File: config.mk
export PLATFORM = sky130hd
export DESIGN_NAME = pipe_hazard_ctrl
export DESIGN_NICKNAME = d
export VERILOG_FILES = /design/src/rtl/pipe_hazard_ctrl.sv
export SDC_FILE = /design/constraint.sdc
export NUM_CORES = 1
export LEC_CHECK = 0
export CAP_MARGIN = 10
export CORE_AREA = 8 8 47 49
export CTS_BUF_LIST = sky130_fd_sc_hd__clkbuf_16
export CTS_CLUSTER_SIZE = 12
export DETAILED_ROUTE_END_ITERATION = 7
export DIE_AREA = 0 0 55 57
export GPL_ROUTABILITY_DRIVEN = 0
export HOLD_SLACK_MARGIN = 0.06
export PLACE_DENSITY = 0.79
export SETUP_SLACK_MARGIN = 0.4
export SYNTH_ARGS = -nofsm -noshare
export SYNTH_HDL_FRONTEND = slang
export SYNTH_SLANG_ARGS = --single-unit
File: constraint.sdc
create_clock -name clock -period 4.8 [get_ports clock]
set_clock_uncertainty 0.2 [all_clocks]
set_input_delay 1.44 -clock clock [delete_from_list [all_inputs] [get_ports clock]]
set_output_delay 1.44 -clock clock [all_outputs]
set_load 0.01 [all_outputs]
File: src/rtl/pipe_hazard_ctrl.sv
// pipe_hazard_ctrl: hazard and sequencing controller for the five pipeline
// registers (PC, IF/ID, ID/EX, EX/MEM, MEM/WB).
// It generates per-stage load enables and bubble flushes to handle load-use
// hazards, taken branches, a fixed-latency MDU and data-memory wait.
// Optional feature: define PIPE_HAZARD_STALL_CNT_EN to add a saturating
// 32-bit stall_cycles counter of cycles with pc_en low.
module pipe_hazard_ctrl #(
  parameter int REG_W   = 5,
  parameter int MDU_LAT = 4,
  parameter int CNT_W   = 4
) (
  input  logic             clock,
  input  logic             reset,
  input  logic [REG_W-1:0] id_rs,
  input  logic [REG_W-1:0] id_rt,
  input  logic             id_uses_rs,
  input  logic             id_uses_rt,
  input  logic             ex_mem_read,
  input  logic [REG_W-1:0] ex_rd,
  input  logic             branch_taken,
  input  logic             mdu_start,
  input  logic             mem_wait,
  output logic             pc_en,
  output logic             if_id_en,
  output logic             id_ex_en,
  output logic             ex_mem_en,
  output logic             mem_wb_en,
  output logic             if_id_flush,
  output logic             id_ex_flush,
  output logic             ex_mem_flush,
  output logic             mem_wb_flush,
  output logic             mdu_done
`ifdef PIPE_HAZARD_STALL_CNT_EN
  ,
  output logic [31:0]      stall_cycles
`endif
);

  typedef enum logic [1:0] {
    RUN      = 2'd0,
    MDU_BUSY = 2'd1,
    MDU_DONE = 2'd2
  } state_t;

  state_t           state;
  logic [CNT_W-1:0] cnt;
  logic             load_use;
  logic             mdu_freeze;

  // Load-use: a load in EX writes a register the ID instruction reads.
  // Register 0 is never a real dependency.
  always_comb begin
    load_use = ex_mem_read && (ex_rd != '0) &&
               ((id_uses_rs && (id_rs == ex_rd)) ||
                (id_uses_rt && (id_rt == ex_rd)));
    mdu_freeze = ((state == RUN) && mdu_start) || (state == MDU_BUSY);
  end

  // Priority resolution of the stage controls: memory wait, then MDU freeze,
  // then taken branch, then load-use; everything is zero while in reset.
  always_comb begin
    pc_en        = 1'b1;
    if_id_en     = 1'b1;
    id_ex_en     = 1'b1;
    ex_mem_en    = 1'b1;
    mem_wb_en    = 1'b1;
    if_id_flush  = 1'b0;
    id_ex_flush  = 1'b0;
    ex_mem_flush = 1'b0;
    mem_wb_flush = 1'b0;
    mdu_done     = 1'b0;
    if (!reset) begin
      pc_en     = 1'b0;
      if_id_en  = 1'b0;
      id_ex_en  = 1'b0;
      ex_mem_en = 1'b0;
      mem_wb_en = 1'b0;
    end else if (mem_wait) begin
      // Hold everything up to EX/MEM; push a bubble into MEM/WB.
      pc_en        = 1'b0;
      if_id_en     = 1'b0;
      id_ex_en     = 1'b0;
      ex_mem_en    = 1'b0;
      mem_wb_flush = 1'b1;
    end else if (mdu_freeze) begin
      // MDU op sits in EX; drain older instructions, bubble into EX/MEM.
      pc_en        = 1'b0;
      if_id_en     = 1'b0;
      id_ex_en     = 1'b0;
      ex_mem_flush = 1'b1;
    end else begin
      mdu_done = (state == MDU_DONE);
      if (branch_taken) begin
        // The ID instruction is killed, so a coincident load-use is moot.
        if_id_flush = 1'b1;
        id_ex_flush = 1'b1;
      end else if (load_use) begin
        pc_en       = 1'b0;
        if_id_en    = 1'b0;
        id_ex_flush = 1'b1;
      end
    end
  end

  // MDU sequencer: count down the frozen cycles, then hold the done state
  // until memory is ready so the result pulse is never lost.
  always_ff @(posedge clock or negedge reset) begin
    if (!reset) begin
      state <= RUN;
      cnt   <= '0;
    end else begin
      case (state)
        RUN: begin
          if (mdu_start && !mem_wait) begin
            cnt   <= CNT_W'(MDU_LAT - 1);
            state <= (MDU_LAT > 1) ? MDU_BUSY : MDU_DONE;
          end
        end
        MDU_BUSY: begin
          cnt <= cnt - 1'b1;
          if (cnt == CNT_W'(1)) begin
            state <= MDU_DONE;
          end
        end
        MDU_DONE: begin
          if (!mem_wait) begin
            state <= RUN;
          end
        end
        default: begin
          state <= RUN;
          cnt   <= '0;
        end
      endcase
    end
  end

`ifdef PIPE_HAZARD_STALL_CNT_EN
  // Count cycles with the PC held, saturating at all-ones.
  always_ff @(posedge clock or negedge reset) begin
    if (!reset) begin
      stall_cycles <= '0;
    end else if (!pc_en && (stall_cycles != 32'hFFFF_FFFF)) begin
      stall_cycles <= stall_cycles + 32'd1;
    end
  end
`endif

endmodule

# Word level (Yosys, flattened, before mapping)

Index checks and enable logic that the tools add are counted.

Add/subtract/negate cells: 1
Reduce and logical (&&, ||, !) cells: 13
Bitwise logic cells: 1
Equality and inequality tests: 8
Multiplexer cells: 34

Operator list:

| cell                | count |
|---|---|
| $mux 1              | 28 |
| $pmux 4 s3          | 1 |
| $eq 5x5->1          | 2 |
| $logic_and 1x1->1   | 6 |
| $mux 2              | 3 |
| $pmux 2 s3          | 1 |
| $reduce_bool 5->1   | 1 |
| $eq 4x1->1 const B  | 1 |
| $mux 4              | 1 |
| $ne 2x1->1 const B  | 2 |
| $sub 4x1->4 const B | 1 |
| $reduce_and 3->1    | 1 |
| $eq 2x1->1 const B  | 1 |
| $eq 2x2->1 const B  | 1 |
| $logic_not 2->1     | 1 |
| $logic_or 1x1->1    | 2 |
| $ne 2x2->1 const B  | 1 |
| $reduce_and 2->1    | 1 |
| $logic_not 1->1     | 1 |
| $not 1->1           | 1 |

Output and inout bits: 10
Bits of input ports: 23
Word-level logic and storage cells: 59
Register bits after elaboration: 6

# Longest topological paths before layout

Gate-level depths: netlist of the first run.

Depth after elaboration: 9
Mapped depth: 6
Mapped depth without buffers: 6

# Worst setup path before layout of the first run

OpenSTA, ideal clock, no wires.

Kind: input-to-output
From: input ex_rd[2]
To: output pc_en
Cell stages on the path: 5
Setup slack: 0.700 ns
Path buffers: 1
Arrival time: 2.460 ns
Required time: 3.160 ns
Path through: xor2_1 nor4_2 a32oi_1 o31a_1 buf_4

Word-level cells in the longest chain between the ends: 9
Elaborated cells on any way between the ends: 13
Those cells by class: eq/ne: 2; mux: 5; reduce/logical: 6

Ends and longest elaborated chain:

| element                              | RTL line | source |
|---|---|---|
| start, declared                      | 19       | `input logic [REG_W-1:0] ex_rd,` |
| $eq 5x5->1 (on tied branches)        | 54, 55   |  |
| $logic_and 1x1->1 (on tied branches) | 54, 55   |  |
| $logic_or 1x1->1                     | 54       | `((id_uses_rs && (id_rs == ex_rd)) \|\|` |
| $logic_and 1x1->1 (*)                | 53       | `load_use = ex_mem_read && (ex_rd != '0) &&` |
| $mux 1 (*) (5 in a row)              | n/a      |  |
| end, declared                        | 23       | `output logic pc_en,` |

Every way passes the cells marked *; elsewhere a longest branch is shown, timed or not.

# Worst setup path after layout of the first run

From: input id_rs[2]
To: output id_ex_flush

Word-level cells in the longest chain between the ends: 9

Ends and longest elaborated chain:

| element           | RTL line | source |
|---|---|---|
| start, declared   | 14       | `input logic [REG_W-1:0] id_rs,` |
| $eq 5x5->1        | 54       |  |
| $logic_and 1x1->1 | 54       |  |
| $logic_or 1x1->1  | 54       |  |
| $logic_and 1x1->1 | 53       |  |
| $mux 1            | 97       | `end else if (load_use) begin` |
| $mux 1            | 93       | `if (branch_taken) begin` |
| $mux 1            | 85       | `end else if (mdu_freeze) begin` |
| $mux 1            | 78       | `end else if (mem_wait) begin` |
| $mux 1            | 72       | `if (!reset) begin` |
| end, declared     | 29       | `output logic id_ex_flush,` |

Every way passes these cells.

==> metrics.md, run 1 <==
| Metric | Value |
|---|---|
| Outcome | completed |
| First-pass GRT wire length | 2550 µm |
| CP arrival | 2750 ps |
| CP required | 3160 ps |
| Die W | 55 µm |
| Layout cells sized above 1 | 0.235 |
| GRT Overall Usage | 0.109 |
| Drt drc | 0 |
| Synth Instances | 61 |
| Io pins | 33 |
| # H-tree levels | 1 |
| Clock root buffer | clkbuf_16 |
| Post-synthesis sequential area ratio | 0.288 |
| Routed WL | 1710 µm |
| Cells along the critical path | clkdlybuf4s50_1 -> xnor2_1 -> and2_0 -> a32oi_1 -> buf_4 -> o31ai_4 -> buf_2 |
| Largest net degree at the start of global routing | 12 |
| Fin util | 0.619 |
| Critical-path top delay cell | clkdlybuf4s50_1 |
| FMAX | 228 MHz |
| CP max stage delay | 490 ps |
| First-pass iteration count of the detailed router | 4 |
| Rel. slew slack | 0.785 |
| Avg Cell Area, Syn | 8.53 µm² |
| CTS tree | done |
| Drt via density | 4.91 |
| Worst Max-Slew Pin Slew | 322 ps |
| CTS buffer count | 3 |
| Synthesis-to-layout area growth | 87.5% |
| FP Rows | 15 |
| Synthesized cell area | 520 µm² |
| Netlist cell types | 28 |
| Initial drt markers | 7 |
| Crit. End Element | output port |
| Ys Warns | 0 |
| WP buf/inv | 3 |
| Routed len/inst | 14.4 µm |
| Area after DPL | 881 µm² |
| Starting Density | 0.330 |
| Maxcap violations | 0 |
| Clock slew at reported path FFs | 30 ps |
| Number of synthesized register bits | 6 |
| Maximum buffer depth of the clock tree | 2 |
| I/O Buffers | 32 |
| Count of final max-slew check failures | 0 |
| Antenna Diode Count | 0 |
| Core region area | 1580 µm² |
| Synth Flop Type | dfrtp_1 |
| DP HPWL | 1340 µm |
| Critical Path Fanout Max | 2 |
| Die area | 3140 µm² |
| Tmin final | 4390 ps |
| Vias in the first global route | 608 |
| Die Y | 57 µm |
| Initial antenna violation count | 0 |
| Grt ovf | 0 |
| Final hold vios | 0 |
| Crit path kind | in2out |
| Worst min path class | reg2reg |
| Setup-failing EPs final | 0 |
| VDD IR-drop max | 0.000354 V |
| Sink Count | 6 |
| Design area | 976 µm² |
| Cell Pwr Density | 406 nW/µm² |
| Final ANT Viol Nets | 0 |
| Startpoint Class | input port |
| Post-synth EDFFs | 0 |
| Top delay family on crit path | buffers and inverters |
| Setup Total Neg Slack | 0 ps |
| Clock Latency Late Sink | 230 ps |
| CTS Hold Buffers Added | 0 |
| Tcrit/Tclk final | 0.915 |
| FFs w/ async S/R, synth | 1.00 |
| RSZ-0062 raised after global routing | true |
| Layout Nets | 129 |
| Vias post-DR | 584 |
| Leakage | 0.000512 µW |
| Post-synthesis net count | 86 |
==> flip-flops by register name (all words and copies together), names as in the netlist <==
register / flops
cnt: 4
state: 2
==> worst paths after layout <==
| path | start | endpoint | slack (ps) | cells past startpoint |
|---|---|---|---|---|
| min | cnt[1] | cnt[1] | 370 | 2 |
| min in group asynchronous | reset | state[1] | 1330 | 2 |
| max | id_rs[2] | id_ex_flush | 410 | 7 |
| max reg2reg | cnt[0] | cnt[1] | 3520 | 4 |
| max in group asynchronous | reset | cnt[1] | 2850 | 3 |
| min reg2reg | cnt[1] | cnt[1] | 370 | 2 |
==> power breakdown <==
group          switching [µW]  total [µW]  internal (µW)
Clock                    27.8         135            107
Sequential               29.7         105           75.2
Combinational            72.7         157           84.3
==> tightest hold or removal path: stages, from the launching register on <==
cell     delay (ps)
dfrtp_1         350
nor2_1           50
a21oi_1         130
==> what timing repair did <==
action	CTS	global route
buffers inserted	1	3
gates resized for setup	28	17
endpoints found under the setup margin	7	7
endpoints found under the hold margin	0	0
pin swaps	5	4
==> layer usage <==
metal	part of all wire	track usage	vias to the layer above
met1	0.35	0.107	261
met3	0.16	0.0494	2
met4	0.015	0.0619	0
met2	0.47	0.180	30
met5	0	0	-
li1	-	-	291
==> layout by cell type (no fill, tap or decap), types with 2 or more instances in the layout <==
master,synthesis,routed
clkdlybuf4s50_1,0,11
dlygate4sd2_1,0,9
xor2_1,8,8
buf_4,2,8
dfrtp_1,6,6
nand2_1,6,5
dlymetal6s2s_1,0,5
inv_1,5,4
xnor2_1,4,4
clkbuf_2,0,4
nand2b_1,3,3
nor2_1,3,3
o22ai_1,3,3
clkbuf_16,0,3
buf_2,0,3
o21bai_1,2,2
ha_1,2,2
==> synthesized netlist by cell type, drive strengths merged, types with 2 or more instances <==
| cell type | count | area (µm²) |
|---|---|---|
| nand2 | 6 | 22.5 |
| nor2 | 3 | 11.3 |
| o21bai | 2 | 15.0 |
| ha | 2 | 25.0 |
| nand2b | 3 | 18.8 |
| buf | 2 | 15.0 |
| xor2 | 8 | 70.1 |
| o22ai | 3 | 18.8 |
| and2 | 2 | 12.5 |
| nor4 | 2 | 18.8 |
| inv | 5 | 18.8 |
| dfrtp | 6 | 150 |
| xnor2 | 4 | 35.0 |
==> cells by family after synthesis <==
group | count (synthesis) | share of synthesized area
muxes | 1 | 0.0192
adders and majority gates | 2 | 0.0481
xor gates and xnor gates | 12 | 0.202
DFF | 6 | 0.288
AOI/OAI and AO/OA | 12 | 0.159
and+or+nand+nor | 20 | 0.212
buffers and inverters | 8 | 0.0721
==> cell type report <==
type / instances / area (µm²)
fill: 145 / 601
timing repair buffer: 41 / 358
multi-input combinational: 47 / 353
sequential: 6 / 150
clock buffer: 3 / 75.1
tap: 17 / 21.3
inverter: 5 / 18.8
==> stage by stage <==
stage	instances	power [µW]	setup slack (ps)	hold slack, ps
floorplan	61	204	700	336
finish	119	397	407	373
global route	119	424	332	398
detailed placement	112	267	-214	369
CTS	116	396	305	375
global placement	112	257	-203	361
Note: power is estimated with default switching activity, not from simulation.
==> run 2: changes to the inputs <==
Settings changed: CORE_AREA 8 8 47 49 to 8 8 55 57, DIE_AREA 0 0 55 57 to 0 0 63 65, PLACE_DENSITY 0.79 to 0.58.
==> metrics.md, run 2 (same netlist as run 1, synthesis figures left out) <==
| Metric | Value |
|---|---|
| Maximum buffer depth of the clock tree | 2 (unchanged) |
| CTS tree | done |
| Vias in the first global route | 604 (-0.66%) |
| CTS Hold Buffers Added | 0 (unchanged) |
| Rel. slew slack | 0.758 (-0.0275) |
| Layout Nets | 123 (-4.7%) |
| Final WS setup | 459 ps (+52.0 ps) |
| Startpoint Class | input port |
| Top Layer Used | met4 |
| Tot Pwr | 391 µW (-1.4%) |
| Comb pwr share | 0.377 (-0.019) |
| Antenna Diode Count | 0 (unchanged) |
| Metal3 WL | 167 µm (-40%) |
| Maxcap violations | 0 (unchanged) |
| Core region area | 2150 µm² (+36%) |
| Vias post-DR | 555 (-5.0%) |
| Routed len/inst | 13.5 µm (-6.0%) |
| Largest net degree at the start of global routing | 12 (unchanged) |
| First-pass GRT wire length | 2870 µm (+12%) |
| Setup-failing EPs final | 0 (unchanged) |
| Die area | 4100 µm² (+31%) |
| Tcrit/Tclk final | 0.904 (-0.0108) |
| P_int | 261 µW (-2.1%) |
| Worst min path class | reg2reg |
| CP required | 3160 ps (about the same) |
| Clock root buffer | clkbuf_16 |
| Most flop-heavy register | cnt |
| Drt via density | 4.48 (-8.8%) |
| Leakage | 0.000445 µW (-13%) |
| Synthesis-to-layout area growth | 75.2% |
| Commonest non-fill, non-tap cell in the layout | clkdlybuf4s50_1 |
| Fin util | 0.425 (-0.194) |
| GRT Overall Usage | 0.0878 (-0.0215) |
| Buffers inserted by post-CTS timing repair | 0 (-1) |
| Clock slew at reported path FFs | 30 ps (about the same) |
| Count of final max-slew check failures | 0 (unchanged) |
| Clk pwr share | 0.347 (+0.007) |
| Critical Path Fanout Max | 2 (unchanged) |
| Pre-CTS setup slack | -200 ps (+14.2 ps) |
| Die Y | 65 µm (+14%) |
| First-pass iteration count of the detailed router | 2 (-2) |
| Io pins | 33 (unchanged) |
| # H-tree levels | 1 (unchanged) |
| I/O Buffers | 32 (unchanged) |
| Grt ovf | 0 (unchanged) |
| CTS buffer count | 3 (unchanged) |
| Sink Count | 6 (unchanged) |
| Worst Max-Slew Pin Slew | 363 ps (+41.2 ps) |
| Drt drc | 0 (unchanged) |
| Initial drt markers | 32 (+25) |
| VDD IR-drop max | 0.000253 V (-29%) |
| Final hold vios | 0 (unchanged) |
| FMAX | 230 MHz (+1.2%) |
| Cell Pwr Density | 429 nW/µm² (+5.5%) |
| Number of flip-flops in the largest register | 4 (unchanged) |
| Flop pwr share | 0.276 (+0.011) |
| Final ANT Viol Nets | 0 (unchanged) |
| Largest registers | cnt (4), state (2) |
| Layout cells sized above 1 | 0.167 (-0.0686) |
| Tmin final | 4340 ps (-52.0 ps) |
| Starting Density | 0.242 (-0.0879) |
| Most frequent cells in the layout | clkdlybuf4s50_1 (11), dlygate4sd2_1 (9), xor2_1 (8), nand2_1 (6), dfrtp_1 (6) |
| Net Sw Power | 130 µW (about the same) |
| Met1 WL | 827 µm (+37%) |
| Initial antenna violation count | 0 (unchanged) |
| CP arrival | 2700 ps (-50 ps) |
| Met2 wire length | 654 µm (-19%) |
| FP Rows | 17 (+2) |
| Die W | 63 µm (+15%) |
| Outcome | completed |
| Clock Latency Late Sink | 230 ps (about the same) |
| Sw Ratio | 0.333 (+0.00451) |
| Crit path kind | in2out |
| Placed cells | 121 (+8.0%) |
| Non-Filler Instances | 124 (+4.2%) |
| Crit. End Element | output port |
| DP HPWL | 1360 µm (+2.0%) |
| RSZ-0062 raised after global routing | true |
| Routed WL | 1680 µm (-2.0%) |
[run 2: area by class of cell]
type / count / area, µm²
Tap cell: 28 / 35.0
Multi-Input combinational cell: 47 / 339
Inverter: 5 / 18.8
Timing Repair Buffer: 35 / 294
Fill cell: 222 / 1240
Sequential cell: 6 / 150
Clock buffer: 3 / 75.1
[run 2: worst paths after layout]
| kind | startpoint | endpoint | slack, ps | cells after the start |
|---|---|---|---|---|
| hold reg to reg | cnt[1] | cnt[1] | 370 | 2 |
| min in group asynchronous | reset | cnt[0] | 1330 | 2 |
| max in group asynchronous | reset | cnt[3] | 2940 | 2 |
| setup / recovery | id_rs[2] | pc_en | 460 | 6 |
| setup reg to reg | cnt[0] | cnt[1] | 3540 | 4 |
| hold / removal | cnt[1] | cnt[1] | 370 | 2 |
[run 2: routing by layer]
metal	vias up	track usage
met5	-	0
met4	0	0.0427
met3	4	0.0395
met2	29	0.124
met1	242	0.110
li1	280	-
[run 2: repair_timing]
action                                  CTS  global route
resized for setup                        35            11
endpoints found under the setup margin    7             5
pin swaps                                 6             5
[run 2: power by group through the flow]
stage / combinational (µW) / clock (µW) / sequential [µW]
final: 147 / 136 / 108
after floorplan: 113 / 0 / 91.3
after CTS: 149 / 139 / 107
after detailed placement: 157 / 0 / 108
after global placement: 153 / 0 / 107
after global routing: 169 / 143 / 113
[run 2: per-stage QoR]
stage	area (µm²)	hold slack, ps	TNS [ps]
after detailed placement	880	364	-594
final	912	368	0
after floorplan	520	336	0
after global routing	912	401	0
after global placement	880	358	-522
after CTS	918	373	0
[run 2: worst max-delay path: stages]
cell             delay, ps
clkdlybuf4s50_1        470
xnor2_1                110
and2_1                 140
a32oi_1                 70
o31a_1                 320
buf_2                  150
